<file path="config.mk">
export PLATFORM = sky130hd
export DESIGN_NAME = sad_min_tracker
export DESIGN_NICKNAME = d
export VERILOG_FILES = /design/src/rtl/sad_pkg.sv /design/src/rtl/sad_min_compare.sv /design/src/rtl/sad_min_tracker.sv
export SDC_FILE = /design/constraint.sdc
export NUM_CORES = 1
export LEC_CHECK = 0
export CORE_ASPECT_RATIO = 2
export CORE_MARGIN = 2
export CORE_UTILIZATION = 35
export DETAILED_ROUTE_END_ITERATION = 8
export SKIP_LAST_GASP = 1
export SLEW_MARGIN = 20
export SYNTH_ARGS = -nofsm -noshare
export SYNTH_HDL_FRONTEND = slang
export SYNTH_SLANG_ARGS = --single-unit
export TNS_END_PERCENT = 5
</file>
<file path="constraint.sdc">
create_clock -name Clk -period 2.6 [get_ports Clk]
set_input_delay 0.78 -clock Clk [delete_from_list [all_inputs] [get_ports Clk]]
set_output_delay 0.78 -clock Clk [all_outputs]
set_load 0.02 [all_outputs]
</file>
<file path="src/rtl/sad_pkg.sv">
// Shared definitions for the minimum-SAD tracker: state encoding and data defaults.
package sad_pkg;

    localparam int unsigned SAD_DATA_W = 32;
    localparam logic [31:0] SAD_INIT_MIN = 32'hFFFF_FFFF;

    localparam logic [1:0] ST_IDLE = 2'd0;
    localparam logic [1:0] ST_SCAN = 2'd1;
    localparam logic [1:0] ST_DONE = 2'd2;

endpackage

</file>
<file path="src/rtl/sad_min_compare.sv">
// Candidate-vs-best comparator; the tie policy lives only here.
// SAD_TIE_LAST_EN: when defined, equal candidates also update (last equal wins).
module sad_min_compare
    import sad_pkg::*;
#(
    parameter int unsigned DATA_W = SAD_DATA_W
) (
    input  logic [DATA_W-1:0] cand_i,
    input  logic [DATA_W-1:0] best_i,
    output logic              update_c_o
);

`ifdef SAD_TIE_LAST_EN
    assign update_c_o = (cand_i <= best_i);
`else
    assign update_c_o = (cand_i < best_i);
`endif

endmodule

</file>
<file path="src/rtl/sad_min_tracker.sv">
// Tracks the running minimum SAD and its index over one search and feeds the downstream min register.
// Tie policy selected by SAD_TIE_LAST_EN (see sad_min_compare).
module sad_min_tracker
    import sad_pkg::*;
#(
    parameter int unsigned       DATA_W   = SAD_DATA_W,
    parameter int unsigned       NUM_CAND = 64,
    parameter int unsigned       IDX_W    = (NUM_CAND > 1) ? $clog2(NUM_CAND) : 1,
    parameter logic [DATA_W-1:0] INIT_MIN = DATA_W'(SAD_INIT_MIN)
) (
    input  logic              Clk,
    input  logic              Reset,
    input  logic              Start,
    input  logic [DATA_W-1:0] CandData,
    input  logic              CandValid,
    output logic              CandReady,
    output logic [DATA_W-1:0] MinData,
    output logic              MinWriteEnable,
    output logic [IDX_W-1:0]  BestIndex,
    output logic              Busy,
    output logic              Done
);

    localparam logic [IDX_W-1:0] LAST_IDX = IDX_W'(NUM_CAND - 1);

    logic [1:0]        state_q, state_d;
    logic [IDX_W-1:0]  count_q, count_d;
    logic [DATA_W-1:0] best_q, best_d;
    logic [IDX_W-1:0]  best_idx_q, best_idx_d;
    logic [DATA_W-1:0] min_data_q, min_data_d;
    logic              min_we_q, min_we_d;
    logic              update_c;
    logic              xfer_c;

    sad_min_compare #(.DATA_W(DATA_W)) u_cmp (
        .cand_i     (CandData),
        .best_i     (best_q),
        .update_c_o (update_c)
    );

    assign xfer_c = CandValid && (state_q == ST_SCAN);

    always_ff @(posedge Clk or posedge Reset) begin
        if (Reset) begin
            state_q    <= ST_IDLE;
            count_q    <= '0;
            best_q     <= INIT_MIN;
            best_idx_q <= '0;
            min_data_q <= INIT_MIN;
            min_we_q   <= 1'b0;
        end else begin
            state_q    <= state_d;
            count_q    <= count_d;
            best_q     <= best_d;
            best_idx_q <= best_idx_d;
            min_data_q <= min_data_d;
            min_we_q   <= min_we_d;
        end
    end

    // Next state: preload on Start, write on improvement, count holds on the last transfer.
    always_comb begin
        state_d    = state_q;
        count_d    = count_q;
        best_d     = best_q;
        best_idx_d = best_idx_q;
        min_data_d = min_data_q;
        min_we_d   = 1'b0;
        case (state_q)
            ST_IDLE: begin
                if (Start) begin
                    state_d    = ST_SCAN;
                    count_d    = '0;
                    best_d     = INIT_MIN;
                    best_idx_d = '0;
                    min_data_d = INIT_MIN;
                    min_we_d   = 1'b1;
                end
            end
            ST_SCAN: begin
                if (xfer_c) begin
                    if (update_c) begin
                        best_d     = CandData;
                        best_idx_d = count_q;
                        min_data_d = CandData;
                        min_we_d   = 1'b1;
                    end
                    if (count_q == LAST_IDX) begin
                        state_d = ST_DONE;
                    end else begin
                        count_d = count_q + IDX_W'(1);
                    end
                end
            end
            ST_DONE: state_d = ST_IDLE;
            default: state_d = ST_IDLE;
        endcase
    end

    assign CandReady      = (state_q == ST_SCAN);
    assign Busy           = (state_q == ST_SCAN) || (state_q == ST_DONE);
    assign Done           = (state_q == ST_DONE);
    assign MinData        = min_data_q;
    assign MinWriteEnable = min_we_q;
    assign BestIndex      = best_idx_q;

endmodule

</file>
==> results.cfg <==
[status]
status = complete, but fails checks
violations = negative setup slack

[worst_setup_path]
required_ns = 2.81
rr_endpoint = MinData[3]
startpoint = CandData[30]
cp-end-kind = flop
crit_type = primary input to flop
reg2regPathDepth = 11
worst_ep_arrival_time_ns = 2.83
rrSetupSlack_ns = 0.03
cp_max_fo = 11
r2r_start = MinData[23]
critPathLaunchType = primary input

[route]
first_pass_iters = 7
post-route-drc-count = 0
drtAntennaViolNets = 0
wl_per_cell_um = 17.1
via_per_inst = 5.28
routed_wl_um = 9380
drt_iter0_drc = 137
vias = 2897

[cts]
max-clock-path-buffers = 2
path_clk_slew_ns = 0.06
cts_tree = done
h-tree-depth = 2
clock_latency_ns = 0.29
cts-root-buf = clkbuf_16
cts_buffers = 5
cts.sinks = 47

[global_routing]
grt_max_degree = 48
grt_use_total_pct = 19.4
grt_pass1_wl_um = 14800
grt_pass1_vias = 2968
antenna_found_initial = 0
gr-total-overflow = 0

[floorplanning]
ios = 78
coreArea_mm2 = 0.00865
die-height_um = 138
start_util_pct = 36.2
die_x_um = 70.9
fp-row-count = 48
dieArea_mm2 = 0.00976

[logic_synthesis]
synth_ff_type = dfstp_2
synthCells = 336
synth_warnings = 0
async_reset_ff_share_pct = 100
ys_types = 38
synth.largest_area_cell = dfstp_2
ys_ff_latch = 47
syn_nets = 407
yosysTopAreaCellShare_pct = 26.9
synth_edf_count = 0
synth-seq-area-share_pct = 38.9
syn_area_per_cell_um2 = 9.31
yosysMostFrequentCell = a21oi_1
netlist_top_cells_count = a21oi_1 (57), nor2_1 (41), ha_1 (35), inv_1 (35), dfstp_2 (32)
synth_area_mm2 = 0.00313
synthTopCellsByArea = dfstp_2 (27%), ha_1 (14%), dfrtp_1 (12%), a21oi_1 (9.1%), nor4b_2 (6.7%)

[sta]
skew_ns = 0.00385
final.min_clock_period_ns = 2.62
finalMaxSlewViolations = 0
period_share_pct = 101
tightest_slew_ns = 0.621
rsz0062_at_grt = true
setup_viol = 3
hold_viol_final = 0
postLayoutSetupSlackWorst_ns = -0.0180
fmax_mhz = 382
slew_headroom_pct = 58.6
finalSetupTns_ns = -0.0296

[power_and_ir_drop]
vdd_drop_max_uv = 826
p_per_area_mw_per_mm2 = 950
total_leakage_power_uw = 0.00223

[worst_hold_path]
worstHoldPathType = flop to flop
min_to = state_q[1]
min-delay-start = state_q[1]
hold_path_depth = 1

[flow_run]
max_cap_violations = 0

[finish]
syn_to_final_growth_pct = 57.4
diodes = 0
fin_nets = 519
drive_gt1_share_pct = 39.2

[place]
dp_hpwl_um = 6170
routabilityCongestion = 0.815
io_buffers = 77
pre_cts_ws_ns = -0.642
## critical path, cell delays in order
cell	delay (ns)
clkdlybuf4s15_2	0.21
ha_4	0.22
a21oi_2	0.11
nand2_1	0.06
a221o_1	0.34
a211o_1	0.25
a31o_4	0.24
buf_12	0.13
buf_16	0.15
nor4b_2	0.25
a21oi_1	0.08
## placed cells by master (no fill, tap or decap), types with 6 or more instances in the layout
| cell type | Yosys | routed |
|---|---|---|
| nand2_1 | 18 | 15 |
| nand3_1 | 8 | 6 |
| clkdlybuf4s50_1 | 0 | 46 |
| ha_4 | 0 | 16 |
| nor2_1 | 41 | 39 |
| o21ai_1 | 6 | 8 |
| nor4b_2 | 14 | 27 |
| buf_4 | 0 | 39 |
| dfstp_2 | 32 | 32 |
| inv_1 | 35 | 34 |
| a21oi_1 | 57 | 48 |
| ha_1 | 35 | 17 |
| a21oi_2 | 1 | 10 |
| dlygate4sd2_1 | 0 | 14 |
| dfrtp_1 | 15 | 15 |
## report_power, final
part	switching, uW	internal, uW
logic	1520	1310
registers	160	1030
clock network	277	380
## registers in the layout, indices dropped and copies added, names as in the netlist
register        flops
MinData            32
MinWriteEnable      1
state_q             2
BestIndex           6
count_q             6
## per-layer routing
| layer | vias up | wire (um) | global-route usage (%) |
|---|---|---|---|
| met2 | 50 | 5360 | 37.2 |
| met4 | 0 | 174 | 5.35 |
| met5 | - | 0 | 0 |
| met3 | 13 | 289 | 2.85 |
| li1 | 1413 | - | - |
| met1 | 1421 | 3560 | 21.6 |
## cells by family (layout without fill, tap and decap cells)
family	Yosys count	count (layout)	share of synthesized area, %
flip-flops	47	47	38.9
AO/OA/AOI/OAI	84	84	15.2
buffers and inverters	54	167	8.00
multiplexers	2	2	0.680
XOR/XNOR	2	2	0.560
adder cells (fa/ha/maj)	35	35	14.0
AND/OR/NAND/NOR	112	112	22.8
## how the worst max path moves through the flow
| stage | to | depth (start not counted) | slack [ns] |
|---|---|---|---|
| CTS | BestIndex[3] | 12 | -0.002 |
| finish | MinData[3] | 11 | -0.02 |
| floorplan | MinData[0] | 10 | -0.02 |
| global placement | BestIndex[2] | 10 | -0.61 |
| global route | MinData[13] | 11 | -0.09 |
| detailed placement | MinData[18] | 10 | -0.64 |
## metrics by stage
step                cell area, um2  util, %  hold slack [ns]  std cells  total power [uW]
floorplan                     3270        -            0.486        336              2670
CTS                           4770     55.2            0.532        548              4540
finish                        4930     57.0            0.526        549              4680
global placement              4380     50.6            0.515        534              3510
detailed placement            4380     50.6            0.508        534              3560
global route                  4930     57.0            0.551        549              4990
## area by class of cell
type                    count  area [um2]
multi-input cells         235        2140
well taps                 100         125
fillers                   806        3720
clock inverters             1        3.75
flip-flops and latches     47        1220
inverters                  35         131
clock buffers               7         143
repair buffers            124        1170
## repair_timing
item,in CTS,in global routing
pin swaps,30,18
setup endpoints to repair,39,38
resized for setup,86,39
hold buffers,0,0
setup buffers,4,2
gates cloned,2,0
No activity file was read; power rests on OpenSTA's default activity.
